<file path="src/rtl/serial_arith_pkg.sv">
// Shared types and sizing helpers for the bit-serial arithmetic unit.
package serial_arith_pkg;

  typedef enum logic [1:0] {
    IDLE  = 2'd0,
    SHIFT = 2'd1,
    DONE  = 2'd2
  } state_t;

  localparam int MAX_WIDTH = 32;

  // Counter must hold values 0..w, so it needs clog2(w+1) bits.
  function automatic int cnt_width(input int w);
    return $clog2(w + 1);
  endfunction

endpackage

</file>
<file path="src/rtl/piso_shift_reg.sv">
// Parallel-in serial-out register, LSB presented first.
module piso_shift_reg #(
  parameter int WIDTH = 8
) (
  input  logic             clk,
  input  logic             rst,
  input  logic             load,
  input  logic             shift,
  input  logic [WIDTH-1:0] d,
  output logic             q0
);

  logic [WIDTH-1:0] r;

  // Load takes priority so a back-to-back accept replaces stale bits.
  always_ff @(posedge clk or posedge rst) begin
    if (rst)        r <= '0;
    else if (load)  r <= d;
    else if (shift) r <= r >> 1;
  end

  assign q0 = r[0];

endmodule

</file>
<file path="src/rtl/serial_addsub.sv">
// Bit-serial adder/subtractor: parallel load, LSB-first processing,
// result collected MSB-in and published only at completion.
module serial_addsub
  import serial_arith_pkg::*;
#(
  parameter int WIDTH = 8
) (
  input  logic             clk,
  input  logic             rst,
  input  logic             start,
  input  logic             sub,
  input  logic             hold,
  input  logic [WIDTH-1:0] a_in,
  input  logic [WIDTH-1:0] b_in,
  output logic             busy,
  output logic             done,
  output logic [WIDTH-1:0] sum,
  output logic             carry_out,
  output logic             overflow
);

  localparam int CW = cnt_width(WIDTH);

  if (WIDTH < 1 || WIDTH > MAX_WIDTH) begin : g_width_chk
    $error("serial_addsub: WIDTH out of range");
  end

  state_t           state;
  logic [CW-1:0]    cnt;
  logic             c;
  logic             mode;
  logic [WIDTH-1:0] res;
  logic [WIDTH-1:0] res_nxt;
  logic             a0, b0, bb, s, cy;
  logic             acc, step, last;

  assign acc  = start && (state != SHIFT);
  assign step = (state == SHIFT) && !hold;
  assign last = (cnt == CW'(WIDTH - 1));

  piso_shift_reg #(.WIDTH(WIDTH)) u_a (
    .clk(clk), .rst(rst), .load(acc), .shift(step), .d(a_in), .q0(a0)
  );
  piso_shift_reg #(.WIDTH(WIDTH)) u_b (
    .clk(clk), .rst(rst), .load(acc), .shift(step), .d(b_in), .q0(b0)
  );

  // Full-adder slice; subtract inverts B and relies on carry preset to 1.
  always_comb begin
    bb      = b0 ^ mode;
    s       = a0 ^ bb ^ c;
    cy      = (a0 & bb) | (a0 & c) | (bb & c);
    res_nxt = res >> 1;
    res_nxt[WIDTH-1] = s;
  end

  // FSM, bit counter and serial datapath state.
  always_ff @(posedge clk or posedge rst) begin
    if (rst) begin
      state <= IDLE;
      cnt   <= '0;
      c     <= 1'b0;
      mode  <= 1'b0;
      res   <= '0;
      busy  <= 1'b0;
      done  <= 1'b0;
    end else begin
      done <= 1'b0;
      case (state)
        IDLE, DONE: begin
          if (start) begin
            state <= SHIFT;
            busy  <= 1'b1;
            cnt   <= '0;
            c     <= sub;
            mode  <= sub;
            res   <= '0;
          end else begin
            state <= IDLE;
            busy  <= 1'b0;
          end
        end
        SHIFT: begin
          if (!hold) begin
            res <= res_nxt;
            c   <= cy;
            cnt <= cnt + CW'(1);
            if (last) begin
              state <= DONE;
              busy  <= 1'b0;
              done  <= 1'b1;
            end
          end
        end
        default: begin
          state <= IDLE;
          busy  <= 1'b0;
        end
      endcase
    end
  end

  // Output stage: publish result and flags only on the final bit.
  // c at that point is the carry into the MSB.
  always_ff @(posedge clk or posedge rst) begin
    if (rst) begin
      sum       <= '0;
      carry_out <= 1'b0;
      overflow  <= 1'b0;
    end else if (step && last) begin
      sum       <= res_nxt;
      carry_out <= cy;
      overflow  <= c ^ cy;
    end
  end

endmodule
</file>
<file path="config.mk">
export PLATFORM = sky130hd
export DESIGN_NAME = serial_addsub
export DESIGN_NICKNAME = d
export VERILOG_FILES = /design/src/rtl/serial_arith_pkg.sv /design/src/rtl/piso_shift_reg.sv /design/src/rtl/serial_addsub.sv
export SDC_FILE = /design/constraint.sdc
export NUM_CORES = 1
export LEC_CHECK = 0
export CORE_ASPECT_RATIO = 1.25
export CORE_MARGIN = 4
export CORE_UTILIZATION = 55
export DETAILED_ROUTE_END_ITERATION = 16
export PLACE_DENSITY = 0.83
export SLEW_MARGIN = 10
export SYNTH_ARGS = -nofsm -noshare
export SYNTH_HDL_FRONTEND = slang
export SYNTH_HIERARCHICAL = 1
export SYNTH_SLANG_ARGS = --single-unit
</file>
<file path="constraint.sdc">
create_clock -name clk -period 4.1 [get_ports clk]
set_input_delay 0.82 -clock clk [delete_from_list [all_inputs] [get_ports clk]]
set_output_delay 0.82 -clock clk [all_outputs]
set_load 0.02 [all_outputs]
</file>
==> reports/metrics.csv <==
stage;metric;value;unit
run_status;status;completed;
clock_tree;path_clk_slew;70;ps
worst_setup_path;required;4230;ps
worst_setup_path;cp_top_family;buffers and inverters;
clock_tree;cts_hold_buf;0;
timing;maxSlewViolCount;0;
hold_path;hold_path_depth;1;
worst_setup_path;regToRegStartpoint;state[1];
hold_path;worstHoldEndpoint;cnt[3];
final_layout;final_util;69.1;%
logic_synthesis;synth_commonest_cells;42 x dfrtp_1, 33 x nand2_1, 18 x mux2i_1;
global_route;grt_usage;15.9;%
logic_synthesis;ys_seq_area_share;57.0;%
final_layout;final_cell_area;2230;um^2
logic_synthesis;avgSynthCellArea;11.3;um^2
timing;period_needed;2350;ps
clock_tree;htree_levels;2;
logic_synthesis;async_flop_share;100;%
logic_synthesis;syn_nets;186;
timing;setup_viol;0;
detailed_routing;drt_first_pass_iters;4;
worst_setup_path;cp-start-kind;primary input;
detailed_routing;drt-wirelength-per-cell;13.1;um
logic_synthesis;synth_area_leaders;dfrtp_1 57%, mux2i_1 9.8%, nand2_1 6.7%;
global_route;grt_pass1_vias;1242;
final_layout;syn2layout_area_growth;20.8;%
worst_setup_path;r2r-end;u_a/r[5];
logic_synthesis;netlist_instances;163;
floorplanning;ioPinCount;33;
logic_synthesis;synth_seq_cells;42;
timing;hold_viol_final;0;
logic_synthesis;synth_top_area_share;57.0;%
logic_synthesis;yosysMostFrequentCell;dfrtp_1;
worst_setup_path;path_buf_inv;2;
detailed_routing;dr.first_iter.drc_count;37;
placement;dp_hpwl;2230;um
clock_tree;cts_buffer_depth;2;
worst_setup_path;critPathMaxStageDelay;460;ps
global_route;grt_pass1_wl;5300;um
worst_setup_path;worst-path-max-fanout;26;
detailed_routing;viasPerCell;5.38;
clock_tree;cts_buffers;5;
worst_setup_path;cp_slowest_cell;or3b_4;
logic_synthesis;ys.flop_type;dfrtp_1;
worst_setup_path;crit_chain;clkdlybuf4s50_1 > or3b_4 > inv_2 > mux2i_1 > o21ai_1;
clock_tree;cts_resized;0;
power;power.leakage;1.08;nW
timing;holdWs;485;ps
floorplanning;die_x;59.8;um
worst_setup_path;reg2regPathDepth;4;
logic_synthesis;synth.distinct_cells;22;
floorplanning;fp.dieH;72.7;um
timing;tns;0;ps
worst_setup_path;worstPathArrival;2490;ps
final_layout;antenna_cells;0;
floorplanning;die-area;4350;um^2
detailed_routing;routed_wl;3040;um
logic_synthesis;synth_edf_count;0;
hold_path;hold_class;flop to flop;
placement;gp_congestion;0.794;
detailed_routing;drc;0;
hold_path;hold_start;cnt[3];
power;power.total;0.00151;W
floorplanning;row_count;23;
logic_synthesis;netlist_area;1840;um^2
worst_setup_path;regToRegSetupSlack;2290;ps
worst_setup_path;end_kind;flop;
clock_tree;cts_root_buffer;clkbuf_8;
power;peakVddDrop;379;uV
clock_tree;cts_setup_buffers;0;
worst_setup_path;critical_path_class;primary input to flop;
logic_synthesis;ys_warn_count;6;
clock_tree;insertion_delay;280;ps
floorplanning;initial_core_util;57.2;%
global_route;antenna_found_initial;0;
logic_synthesis;synth_top_area_cell;dfrtp_1;
placement;placed_area;2140;um^2
flow_run;maxCapViolCount;0;
detailed_routing;num_vias;1247;
floorplanning;core_area;3220;um^2
timing;worst_pin_slew;939;ps
clock_tree;cts_sinks;42;
clock_tree;cts_tree;yes;
timing;relSlewSlack;37.3;%
final_layout;drive_gt1_share;10.3;%
timing;clock-skew-final;3.92;ps
timing;rsz0062_at_grt;false;
power;power_density;676;nW/um^2
global_route;gr-total-overflow;0;
final_layout;nets;217;
timing;max_freq;0.425;GHz
global_route;grt_max_degree;33;
timing;period_share;57.4;%
detailed_routing;antenna_left;0;
placement;port-buffer-count;32;
routing by layer:
layer,global-route usage [%],wire [um]
met1,18.7,1270
met5,0,0
met3,3.19,177
met2,27.5,1580
met4,6.65,20
state kept, by name (all words and copies together) (netlist names):
| name | cells |
|---|---|
| sum | 8 |
| overflow | 1 |
| cnt | 4 |
| mode | 1 |
| u_a/r | 8 |
| state | 2 |
| done | 1 |
| carry_out | 1 |
| c | 1 |
| res | 7 |
| u_b/r | 8 |
layout by cell type (no fill, tap or decap), drive strengths merged:
master         Yosys  routed
or3b               1       1
fa                 1       1
nand3              9       9
and4bb             1       1
o2bb2ai            1       1
clkinv             0       1
mux2i             18      18
nand2             33      33
a31oi              1       1
o21ai             19      19
mux2               9       9
nand4              1       1
dfrtp             42      42
ha                 1       1
and2               1       1
nand2b             5       5
clkbuf             2       7
clkdlybuf4s50      0      32
inv               10      10
xnor2              2       2
how the worst max path moves through the flow:
| stage | start | to | slack, ps | cells after the start |
|---|---|---|---|---|
| global route | hold | u_a/r[5] | 1640 | 5 |
| floorplan | hold | u_a/r[2] | 2210 | 6 |
| global placement | hold | u_a/r[0] | 1500 | 5 |
| CTS | hold | u_a/r[5] | 1750 | 5 |
| finish | hold | u_a/r[5] | 1750 | 5 |
| detailed placement | hold | u_a/r[5] | 1450 | 5 |
cell families (layout without fill, tap and decap cells):
| group | Yosys count | after routing | share of synthesized area [%] |
|---|---|---|---|
| XOR/XNOR | 2 | 2 | 0.950 |
| buffers and inverters | 18 | 50 | 6.11 |
| adder cells (fa/ha/maj) | 2 | 2 | 1.76 |
| multiplexers | 27 | 27 | 15.3 |
| AND/OR/NAND/NOR | 51 | 51 | 13.0 |
| flip-flops | 42 | 42 | 57.0 |
| AO/OA/AOI/OAI | 21 | 21 | 5.97 |
layout make-up:
cell class                      instances  area, um^2
Inverter                               10        37.5
Fill cell                             252         996
Clock inverter                          1        5.00
Timing Repair Buffer                   32         320
Clock buffer                            7        86.3
Multi-Input combinational cell        103         681
Tap cell                               37        46.3
Sequential cell                        42        1050
report_power, final:
| group | internal, W | switching (W) |
|---|---|---|
| combinational | 0.000271 | 0.000280 |
| sequential | 0.000584 | 0.000105 |
| clock | 0.000136 | 0.000129 |
| total | 0.000991 | 0.000515 |
stage by stage:
stage                     cells  setup slack (ps)
after floorplan             163              2210
after global placement      224              1500
after detailed placement    224              1450
after CTS                   232              1750
after global routing        232              1640
final                       232              1750
Power figures use the tool's default switching activity.
